`config.mk`:
```
export PLATFORM = sky130hd
export DESIGN_NAME = pll_lock_reset_seq
export DESIGN_NICKNAME = d
export VERILOG_FILES = /design/src/rtl/pll_lock_reset_seq.sv
export SDC_FILE = /design/constraint.sdc
export NUM_CORES = 1
export LEC_CHECK = 0
export CAP_MARGIN = 5
export CELL_PAD_IN_SITES_DETAIL_PLACEMENT = 0
export CELL_PAD_IN_SITES_GLOBAL_PLACEMENT = 1
export CORE_MARGIN = 2
export CORE_UTILIZATION = 40
export DETAILED_ROUTE_END_ITERATION = 10
export PLACE_DENSITY_LB_ADDON = 0.25
export SYNTH_ARGS = -nofsm -noshare
export SYNTH_HDL_FRONTEND = slang
export SYNTH_SLANG_ARGS = --single-unit
```
`constraint.sdc`:
```
create_clock -name CLK -period 2 [get_ports CLK]
set_input_delay 0.2 -clock CLK [delete_from_list [all_inputs] [get_ports CLK]]
set_output_delay 0.2 -clock CLK [all_outputs]
set_load 0.01 [all_outputs]
```
`src/rtl/pll_lock_reset_seq.sv`:
```
// Reset sequencer for the PLL-clocked vision fabric: qualifies PLL lock and
// init completion, then releases the fabric reset and the pipeline reset in turn.
module pll_lock_reset_seq #(
   parameter int SYNC_STAGES        = 2,
   parameter int LOCK_STABLE_CYCLES = 1024,
   parameter int STAGGER_CYCLES     = 16,
   parameter int LOSS_CNT_W         = 8
) (
   input  logic                  CLK,
   input  logic                  RESETN,
   input  logic                  PLL_LOCK,
   input  logic                  INIT_DONE,
   input  logic                  LOSS_CLR,
   output logic                  FABRIC_RESET_N,
   output logic                  PIPE_RESET_N,
   output logic                  LOCK_STABLE,
   output logic [LOSS_CNT_W-1:0] LOSS_CNT
);

   typedef enum logic [1:0] {
      S_WAIT_LOCK,
      S_STAGGER,
      S_RUN,
      S_LOCK_LOST
   } state_t;

   localparam logic [15:0] STABLE_LAST  = 16'(LOCK_STABLE_CYCLES - 1);
   localparam logic [7:0]  STAGGER_LAST = 8'(STAGGER_CYCLES - 1);

   function automatic logic [LOSS_CNT_W-1:0] sat_inc(input logic [LOSS_CNT_W-1:0] v);
      return (&v) ? v : v + LOSS_CNT_W'(1);
   endfunction

   logic [SYNC_STAGES-1:0] lock_sync;
   logic [SYNC_STAGES-1:0] init_sync;
   logic                   lock_s;
   logic                   init_s;

   state_t                 state;
   state_t                 state_nxt;
   logic [15:0]            stable_cnt;
   logic [15:0]            stable_cnt_nxt;
   logic [7:0]             stagger_cnt;
   logic [7:0]             stagger_cnt_nxt;
   logic                   loss_inc;
   logic                   fabric_nxt;
   logic                   pipe_nxt;
   logic [LOSS_CNT_W-1:0]  loss_nxt;

   always_ff @(posedge CLK or negedge RESETN) begin
      if (!RESETN) begin
         lock_sync <= '0;
         init_sync <= '0;
      end else begin
         lock_sync <= {lock_sync[SYNC_STAGES-2:0], PLL_LOCK};
         init_sync <= {init_sync[SYNC_STAGES-2:0], INIT_DONE};
      end
   end

   assign lock_s = lock_sync[SYNC_STAGES-1];
   assign init_s = init_sync[SYNC_STAGES-1];

   always_comb begin
      state_nxt       = state;
      stable_cnt_nxt  = '0;
      stagger_cnt_nxt = '0;
      loss_inc        = 1'b0;
      case (state)
         S_WAIT_LOCK: begin
            if (lock_s && init_s) begin
               if (stable_cnt == STABLE_LAST) state_nxt = S_STAGGER;
               else stable_cnt_nxt = stable_cnt + 16'd1;
            end
         end
         S_STAGGER: begin
            if (!lock_s) begin
               state_nxt = S_LOCK_LOST;
               loss_inc  = 1'b1;
            end else if (stagger_cnt == STAGGER_LAST) begin
               state_nxt = S_RUN;
            end else begin
               stagger_cnt_nxt = stagger_cnt + 8'd1;
            end
         end
         S_RUN: begin
            if (!lock_s) begin
               state_nxt = S_LOCK_LOST;
               loss_inc  = 1'b1;
            end
         end
         S_LOCK_LOST: state_nxt = S_WAIT_LOCK;
         default:     state_nxt = S_WAIT_LOCK;
      endcase

      // Outputs are registered from the next state so they leave flops directly.
      fabric_nxt = (state_nxt == S_STAGGER) || (state_nxt == S_RUN);
      pipe_nxt   = (state_nxt == S_RUN);

      loss_nxt = LOSS_CNT;
      if (LOSS_CLR)      loss_nxt = '0;
      else if (loss_inc) loss_nxt = sat_inc(LOSS_CNT);
   end

   always_ff @(posedge CLK or negedge RESETN) begin
      if (!RESETN) begin
         state          <= S_WAIT_LOCK;
         stable_cnt     <= '0;
         stagger_cnt    <= '0;
         FABRIC_RESET_N <= 1'b0;
         PIPE_RESET_N   <= 1'b0;
         LOCK_STABLE    <= 1'b0;
         LOSS_CNT       <= '0;
      end else begin
         state          <= state_nxt;
         stable_cnt     <= stable_cnt_nxt;
         stagger_cnt    <= stagger_cnt_nxt;
         FABRIC_RESET_N <= fabric_nxt;
         PIPE_RESET_N   <= pipe_nxt;
         LOCK_STABLE    <= fabric_nxt;
         LOSS_CNT       <= loss_nxt;
      end
   end

endmodule

```
==> summary.md, run 1 <==
| Metric | Value |
|---|---|
| Clock latency on the worst-skew pair | `between 0.2 and 0.3 ns` |
| IO Count | `16` |
| Root Driver | `clkbuf_8` |
| Synth Area in Adders | `5.18%` |
| Worst hold path class | `in -> reg` |
| Core area | `around 4700 um2` |
| Max Buffers Root-to-Sink | `2` |
| Die W | `73.5 um` |
| PwrDens | `~630 nW/um2` |
| Worst r2r dst | `LOCK_STABLE` |
| Hold path start | `INIT_DONE` |
| Worst-path maximum fanout | `5` |
| Post-synth top cells | `dfrtp_1, nor2_1, nand2_1, nand3_1, xor2_1` |
| Via count | `1429` |
| Cell row count | `25` |
| Max_cap viols | `0` |
| Post-synth cell types | `37` |
| Dpl hpwl | `2490 um` |
| Reg-to-reg slack, setup | `0.13 ns` |
| RSZ-0062 raised after global routing | `false` |
| Port bufs | `15` |
| EDFF count, synth | `0` |
| Worst Max-Slew Pin Slew | `0.403 ns` |
| Post-synthesis compound-gate area fraction | `6.09%` |
| CP Class | `reg -> reg` |
| Register clock-pin slew on the reported worst setup and hold paths | `about 0.07 ns` |
| Global-route wire length before repair | `6200 um` |
| Worst slew margin | `72.4%` |
| Antenna violations before repair | `0` |
| Setup TNS Final | `0 ns` |
| End point of the worst hold path | `init_sync[0]` |
| Crit path capture type | `register` |
| Netlist Area Pre-Place | `roughly 1900 um2` |
| Fin crit period | `1.87 ns` |
| Area contributors post-synth | `dfrtp_1, nor2_1, ha_1, xor2_1, xnor2_1` |
| Worst setup margin | `between 0.1 and 0.15 ns` |
| Final #Nets | `226` |
| Final Hold Fails | `0` |
| Initial Util | `41.2%` |
| Leading area contributor after synthesis | `dfrtp_1` |
| Synth Area in Simple Gates | `around a quarter` |
| Ys async rst share | `100%` |
| 1st-iter DRT viols | `between 60 and 70` |
| Post-synthesis sequential element count | `40` |
| Top-count cell post-synth | `dfrtp_1` |
| All-layer global routing usage | `15.1%` |
| Die Area | `between 5000 and 6000 um2` |
| Req. time, crit path | `2.23 ns` |
| Startpoint Class | `register` |
| CP arrival | `2.10 ns` |
| Grt ovf | `0` |
| Die Ht | `73.5 um` |
| Maximum vdd drop | `between 0.3 and 0.4 mV` |
| Detailed Routing Iterations Pass 1 | `4` |
| Final setup fails | `0` |
| CTS sink count | `40` |
| Residual DRC | `0` |
| Synthesis warning total | `0` |
| Leak pwr | `0.000923 uW` |
| Worst reg2reg startpoint | `stagger_cnt[4]` |
| CTS HTree Levels | `2` |
| Area grow syn2layout | `17.2%` |
| Share of cells above drive strength 1 | `7.04%` |
| Post-synthesis sequential area ratio | `51.8%` |
| Avg WL per Cell | `13.4 um` |
| Num CTS Buffers | `5` |
| Largest family of logic cells by synthesized area | `simple AND/OR/NAND/NOR gates` |
| Final Cell Area | `roughly 2300 um2` |
| Setup WS pre-CTS | `0.0995 ns` |
| Vias in the first global route | `1404` |
| Area after DPL | `2160 um2` |
| Slew Limit Fails | `0` |
| R2R depth | `6` |
| TritonCTS clock tree | `done` |
| Pin count of the biggest net entering global routing | `~40` |
| Final ANT Viol Nets | `0` |
| Syn Area/Cell | `10.1 um2` |
| Status | `complete, no violations` |
| XOR/XNOR share of the synthesized area | `8.61%` |
| GPL Wtd Cong | `approximately 0.83` |
| Post-Route WL | `3570 um` |
| Post-synth net total | `205` |
| Clock skew | `0.00752 ns` |
| Mapped Cells | `about 190` |
| ANT cells | `0` |
| Vias per cell | `5.35` |
| Yosys top cell area share | `between 50% and 60%` |
| Highest clock rate | `approximately 540 MHz` |
| Final worst path period share | `93.4%` |
| Hold Path Depth | `1` |
| Mux contribution to synthesized area | `1.55%` |
| Dominant synthesized flop cell | `dfrtp_1` |
state kept, by name (all words and copies together) (netlist names):
name and count:
LOCK_STABLE 1, LOSS_CNT 8, PIPE_RESET_N 1, init_sync 2, lock_sync 2, stable_cnt 16
stagger_cnt 8, state 2
repair_timing:
action | 4_1_cts | 5_1_grt
setup endpoints to repair | 0 | 1
setup buffers | 0 | 0
gates resized for setup | 0 | 1
endpoints found under the hold margin | 40 | 0
hold buffers | 1 | 0
through the flow:
step / hold WS, ns / instances / util [%] / power [uW]
detailed placement: 0.189 / 259 / 45.9 / 878
floorplan: -0.0956 / 192 / - / 846
finish: 0.355 / 267 / 48.2 / 1430
global placement: 0.185 / 259 / 45.9 / 877
global route: 0.354 / 267 / 48.2 / 1490
CTS: 0.337 / 267 / 48.2 / 1460
area by class of cell:
type | instances | area [um2]
flip-flops and latches | 40 | 1000
well taps | 54 | 67.6
fillers | 443 | 2430
repair buffers | 20 | 198
multi-input cells | 139 | 875
clock buffers | 7 | 96.3
inverters | 7 | 26.3
worst max-delay path, stage by stage, from the launching register on:
cell and delay, ns:
dfrtp_1 0.43, or4_4 0.54, nor2_2 0.11, nor4b_1 0.07, a2111oi_1 0.31, ha_1 0.30, inv_1 0.05
cell usage in the layout (no fill, tap or decap), drive strengths merged, types with 2 or more instances in the layout:
cell           synthesis  routed
nor4b                  2       2
and4                   2       2
inv                    7       7
o21ai                  4       4
clkbuf                 0       7
nor2                  33      33
dfrtp                 40      40
and3                   2       2
clkdlybuf4s50          0      14
xnor2                  9       9
nand4                  5       5
nand2                 12      12
ha                     8       8
or4                    3       3
mux2i                  3       3
buf                    6       5
or3                    3       3
nor4                   2       2
nand3                 12      12
nor3                   6       6
xor2                  10      10
o31ai                  3       3
nand2b                 3       3
a21oi                  7       7
a2111oi                2       2
worst max-delay path by stage:
stage / from / to
2_1_floorplan: stable_cnt[0] / LOCK_STABLE
3_3_place_gp: stagger_cnt[5] / LOCK_STABLE
3_5_place_dp: stagger_cnt[4] / LOCK_STABLE
4_1_cts: stagger_cnt[4] / LOCK_STABLE
5_1_grt: stagger_cnt[4] / LOCK_STABLE
6_report: stagger_cnt[4] / LOCK_STABLE
metal layers:
metal	wire, um	part of all wire, %	global-route usage (%)
met5	0	0	0
met4	65	1.8	6.87
met3	99	2.8	4.25
met2	1700	48	24.1
met1	1700	48	19.0
cell families after synthesis:
group,Yosys count
flip-flops,40
buffers and inverters,13
AO/OA/AOI/OAI,19
AND/OR/NAND/NOR,90
adder cells (fa/ha/maj),8
XOR/XNOR,19
multiplexers,3
power breakdown:
| part | switching (uW) | internal [uW] |
|---|---|---|
| clock network | 262 | 307 |
| logic | 26.6 | 15.8 |
| registers | 4.98 | 814 |
| total | 294 | 1140 |
Note: power is estimated with default switching activity, not from simulation.
==> run 2, diff against run 1 <==
--- a/config.mk
+++ b/config.mk
@@ -11,7 +11,8 @@
 export CORE_MARGIN = 2
 export CORE_UTILIZATION = 40
 export DETAILED_ROUTE_END_ITERATION = 10
-export PLACE_DENSITY_LB_ADDON = 0.25
+export HOLD_SLACK_MARGIN = 0.12
+export PLACE_DENSITY = 0.72
 export SYNTH_ARGS = -nofsm -noshare
 export SYNTH_HDL_FRONTEND = slang
 export SYNTH_SLANG_ARGS = --single-unit
==> summary.md, run 2 (synthesis results as in run 1) <==
| Metric | Value |
|---|---|
| Worst path slowest cell | `or4_4` |
| Critical path buffer and inverter count | `1` |
| Residual DRC | `0` |
| Worst Max-Slew Pin Slew | `a little under 0.9 ns` |
| ANT cells | `0` |
| Final #Nets | `225` |
| Area taken by multi-input logic gates | `875 um2` |
| Final ANT Viol Nets | `0` |
| Vias per cell | `5.33` |
| Die Ht | `73.5 um` |
| Leak pwr | `0.000909 uW` |
| Die Area | `5400 um2` |
| IO Count | `16` |
| Max FFs per register | `16` |
| CP Class | `reg -> reg` |
| End point of the worst hold path | `lock_sync[1]` |
| Hold slack | `0.353 ns` |
| Commonest non-fill, non-tap cell in the layout | `dfrtp_1` |
| Worst path cell trace | `or4_4 > nor2_2 > nor4b_1 > a2111oi_1 > ha_1 > inv_1` |
| Final Hold Fails | `0` |
| CTS HTree Levels | `2` |
| Antenna violations before repair | `0` |
| Slew Limit Fails | `0` |
| Power Total | `~1400 uW` |
| Die W | `73.5 um` |
| Global-route wire length before repair | `approximately 6300 um` |
| Via count | `1423` |
| Worst reg2reg startpoint | `stagger_cnt[4]` |
| Reg-to-reg slack, setup | `0.09 ns` |
| Setup Fix Bufs, Post-CTS | `0` |
| Maximum vdd drop | `0.365 mV` |
| CTS sink count | `40` |
| Avg WL per Cell | `13.3 um` |
| R2R depth | `6` |
| Worst slew margin | `between 40% and 50%` |
| Max Buffers Root-to-Sink | `2` |
| Grt ovf | `0` |
| Register area | `1000 um2` |
| Area grow syn2layout | `15.8%` |
| Post-layout util | `47.7%` |
| Hold path start | `lock_sync[0]` |
| Final worst path period share | `95.5%` |
| GPL Wtd Cong | `approximately 0.84` |
| Clock latency on the worst-skew pair | `0.28 ns` |
| Commonest non-fill, non-tap cells in the layout | `dfrtp_1, nor2_1, clkdlybuf4s50_1` |
| Top Registers | `stable_cnt (16), LOSS_CNT (8), stagger_cnt (8)` |
| Port bufs | `15` |
| Dpl hpwl | `2520 um` |
| Register clock-pin slew on the reported worst setup and hold paths | `0.07 ns` |
| Share of cells above drive strength 1 | `6.10%` |
| All-layer global routing usage | `15.0%` |
| Worst hold path class | `reg -> reg` |
| TritonCTS clock tree | `done` |
| Post-Route WL | `3560 um` |
| Initial Util | `41.2%` |
| Fillers | `around 440` |
| PwrDens | `622 nW/um2` |
| Startpoint Class | `register` |
| Crit path capture type | `register` |
| Status | `complete, no violations` |
| 1st-iter DRT viols | `66` |
| Worst path top cell family by delay | `simple AND/OR/NAND/NOR gates` |
| Worst-path maximum fanout | `5` |
| Biggest register | `stable_cnt` |
| Req. time, crit path | `2.22 ns` |
| Detailed Routing Iterations Pass 1 | `4` |
| Critical path's largest stage delay | `around 0.54 ns` |
| Root Driver | `clkbuf_8` |
| Core area | `between 4000 and 5000 um2` |
| Final setup fails | `0` |
| Highest clock rate | `about 520 MHz` |
| Hold Path Depth | `0` |
| Clock skew | `about 0.0053 ns` |
| CP arrival | `2.13 ns` |
| Num CTS Buffers | `5` |
| Worst r2r dst | `LOCK_STABLE` |
| Cell row count | `25` |
| Fin crit period | `approximately 1.9 ns` |
| Vias in the first global route | `1409` |
| Pin count of the biggest net entering global routing | `41` |
| Max_cap viols | `0` |
[run 2: cell types whose count changed in the layout (fill, tap and decap cells not counted)]
cell	change
buf_12	-1
clkbuf_1	+2
clkbuf_8	-1
[run 2: repair_timing]
action                                  4_1_cts  5_1_grt
hold buffers                                  1        0
endpoints found under the hold margin        40        0
endpoints found under the setup margin        0        1
resized for setup                             0        1
[run 2: worst max-delay path by stage]
| stage | startpoint | to | slack (ns) | cells past startpoint |
|---|---|---|---|---|
| floorplan | stable_cnt[0] | LOCK_STABLE | 0.22 | 7 |
| global placement | stagger_cnt[5] | LOCK_STABLE | 0.16 | 6 |
| detailed placement | stagger_cnt[4] | LOCK_STABLE | 0.12 | 6 |
| CTS | stagger_cnt[5] | LOCK_STABLE | 0.09 | 6 |
| global route | stable_cnt[0] | LOCK_STABLE | -0.11 | 7 |
| finish | stagger_cnt[4] | LOCK_STABLE | 0.09 | 6 |
[run 2: worst register-to-register path, delay by kind of cell, from the launching register on]
kind	cells	cell delay (ns)
adders and majority gates	1	0.31
and+or+nand+nor	3	0.72
AOI/OAI and AO/OA	1	0.33
buffers and inverters	1	0.07
DFF	1	0.43
[run 2: layout make-up]
cell class / instances / share of cell area [%]
Clock buffer: 8 / 4.03
Inverter: 7 / 1.17
Multi-Input combinational cell: 139 / 39.1
Sequential cell: 40 / 44.7
Tap cell: 54 / 3.02
Timing Repair Buffer: 19 / 7.94
[run 2: per-stage QoR]
stage | setup WS, ns | area, um2 | setup TNS, ns | std cells
after global placement | 0.163 | 2140 | 0 | 258
after floorplan | 0.219 | 1930 | 0 | 192
after global routing | -0.115 | 2240 | -0.115 | 267
after detailed placement | 0.123 | 2140 | 0 | 258
final | 0.0898 | 2240 | 0 | 267
after CTS | 0.0931 | 2240 | 0 | 267
[run 2: layer usage]
metal / GRT usage (%) / vias to the layer above / routed length (um)
met5: 0 / - / 0
met4: 5.45 / 0 / 15
met3: 3.29 / 2 / 83
met2: 24.4 / 16 / 1760
met1: 19.5 / 702 / 1700
li1: - / 703 / -
[run 2: report_power, final]
part           switching [uW]  total (uW)  internal [uW]
logic                    25.8        37.5           11.7
registers                4.69         819            814
clock network             254         536            281
==> run 3, diff against run 2 <==
--- a/config.mk
+++ b/config.mk
@@ -9,10 +9,10 @@
 export CELL_PAD_IN_SITES_DETAIL_PLACEMENT = 0
 export CELL_PAD_IN_SITES_GLOBAL_PLACEMENT = 1
 export CORE_MARGIN = 2
-export CORE_UTILIZATION = 40
+export CORE_UTILIZATION = 38
 export DETAILED_ROUTE_END_ITERATION = 10
 export HOLD_SLACK_MARGIN = 0.12
-export PLACE_DENSITY = 0.72
+export PLACE_DENSITY = 0.69
 export SYNTH_ARGS = -nofsm -noshare
 export SYNTH_HDL_FRONTEND = slang
 export SYNTH_SLANG_ARGS = --single-unit
==> summary.md, run 3 (synthesis results as in run 1) <==
| Metric | Value |
|---|---|
| IO Count | `16` |
| Worst slew margin | `66.1%` |
| Antenna violations before repair | `0` |
| Die Area | `5670 um2` |
| GPL Wtd Cong | `0.793` |
| Sw frac | `between 20% and 30%` |
| Area after DPL | `2160 um2` |
| Final Hold Fails | `0` |
| CTS sink count | `40` |
| Commonest non-fill, non-tap cell in the layout | `dfrtp_1` |
| Vias per cell | `5.14` |
| Die Ht | `approximately 75 um` |
| CTS HTree Levels | `2` |
| Met1 wire length | `1630 um` |
| Highest clock rate | `542 MHz` |
| Critical path's largest stage delay | `0.49 ns` |
| Req. time, crit path | `~2.2 ns` |
| Commonest non-fill, non-tap cells in the layout | `dfrtp_1, nor2_1, clkdlybuf4s50_1` |
| ANT cells | `0` |
| Area grow syn2layout | `17.0%` |
| Setup Fix Bufs, Post-CTS | `0` |
| Post-Route WL | `about 3500 um` |
| Worst setup margin | `0.154 ns` |
| All-layer global routing usage | `14.5%` |
| Worst r2r dst | `LOSS_CNT[5]` |
| Final setup fails | `0` |
| Num CTS Buffers | `5` |
| Setup WS pre-CTS | `0.131 ns` |
| Worst reg2reg startpoint | `state[1]` |
| P_sw | `288 uW` |
| R2R depth | `6` |
| Final #Nets | `between 200 and 250` |
| Worst hold path class | `reg -> reg` |
| TritonCTS clock tree | `done` |
| Root Driver | `clkbuf_8` |
| Status | `complete, no violations` |
| Global-route wire length before repair | `6260 um` |
| Hold slack | `0.350 ns` |
| Leak pwr | `approximately 0.0009 uW` |
| Crit path capture type | `register` |
| Max Buffers Root-to-Sink | `2` |
| RSZ-0062 raised after global routing | `false` |
| Clock power frac | `38.5%` |
| Max FFs per register | `16` |
| Uppermost routed layer | `met4` |
| Startpoint Class | `register` |
| Hold path start | `init_sync[0]` |
| Cell row count | `25` |
| Worst Max-Slew Pin Slew | `0.509 ns` |
| Maximum vdd drop | `0.465 mV` |
| Die W | `75.3 um` |
| Dpl hpwl | `2470 um` |
| Max_cap viols | `0` |
| Combinational power share | `about 2.8%` |
| Pin count of the biggest net entering global routing | `41` |
| Crit path launch | `state[1]` |
| Via count | `1443` |
| Clock latency on the worst-skew pair | `0.29 ns` |
| Detailed Routing Iterations Pass 1 | `4` |
| Worst path cell trace | `inv_1 > ha_1 > nor2b_1 > o21ai_1 > or4_1 > a21oi_1` |
| Biggest register | `stable_cnt` |
| Slew Limit Fails | `0` |
| Wire length on met2 | `about 1700 um` |
| Port bufs | `15` |
| Worst-path maximum fanout | `5` |
| Core area | `a little under 5000 um2` |
| Fin crit period | `1.85 ns` |
| Final Cell Area | `2260 um2` |
| Residual DRC | `0` |
| CP Capture Point | `LOSS_CNT[5]` |
| CP Class | `reg -> reg` |
| Reg-to-reg slack, setup | `between 0.15 and 0.2 ns` |
| Top Registers | `stable_cnt (16), LOSS_CNT (8), stagger_cnt (8)` |
| Register clock-pin slew on the reported worst setup and hold paths | `approximately 0.070 ns` |
| Worst path slowest cell | `or4_1` |
| CP arrival | `2.05 ns` |
| Cell-internal power | `1110 uW` |
| Seq pwr share | `58.7%` |
| Grt ovf | `0` |
| Setup TNS Final | `0 ns` |
| Final ANT Viol Nets | `0` |
| Metal3 WL | `137 um` |
| 1st-iter DRT viols | `57` |
| Initial Util | `40.1%` |
| Share of cells above drive strength 1 | `6.54%` |
| PwrDens | `618 nW/um2` |
| Clock skew | `between 0.007 and 0.008 ns` |
| Vias in the first global route | `1366` |
| Final worst path period share | `92.3%` |
| Avg WL per Cell | `roughly 12 um` |
run 3: per-layer routing:
layer | GRT usage (%) | up-vias
li1 | - | 703
met3 | 3.97 | 5
met1 | 19.0 | 711
met2 | 23.2 | 24
met5 | 0 | -
met4 | 5.26 | 0
run 3: worst min-delay path by stage:
stage / endpoint / slack [ns] / cells past startpoint
2_1_floorplan: LOCK_STABLE / -0.1 / 0
3_3_place_gp: LOCK_STABLE / 0.29 / 2
3_5_place_dp: PIPE_RESET_N / 0.30 / 2
4_1_cts: lock_sync[0] / 0.35 / 1
5_1_grt: init_sync[1] / 0.36 / 0
6_report: init_sync[1] / 0.35 / 0
run 3: through the flow:
step	total power, uW	utilization (%)	cells
after floorplan	846	-	192
after global routing	1460	46.9	281
after CTS	1430	46.9	281
after detailed placement	875	44.8	272
final	1400	46.9	281
after global placement	874	44.8	272
run 3: worst max-delay path: cells and delay by family (launching register included):
family	cells	cell delay, ns
compound gates	2	0.31
fa+ha+maj	1	0.30
buf+inv	1	0.10
flops	1	0.40
simple gates	2	0.66
run 3: cell type report:
class / count / area [um2]
Clock buffer: 8 / 90.1
Timing Repair Buffer: 20 / 185
Inverter: 7 / 26.3
Multi-Input combinational cell: 139 / 875
Fill cell: 468 / 2560
Tap cell: 67 / 83.8
Sequential cell: 40 / 1000
run 3: power by group through the flow:
stage / Combinational, uW / Clock (uW) / Sequential, uW
2_1_floorplan: 12.2 / 0 / 834
3_3_place_gp: 39.2 / 0 / 835
3_5_place_dp: 39.9 / 0 / 835
4_1_cts: 41.6 / 569 / 819
5_1_grt: 45.5 / 598 / 820
6_report: 39.5 / 538 / 819
run 3: repair_timing:
action / CTS / global route
endpoints found under the hold margin: 40 / 0
setup endpoints to repair: 0 / 1
gates resized for setup: 0 / 1
hold buffers: 1 / 0
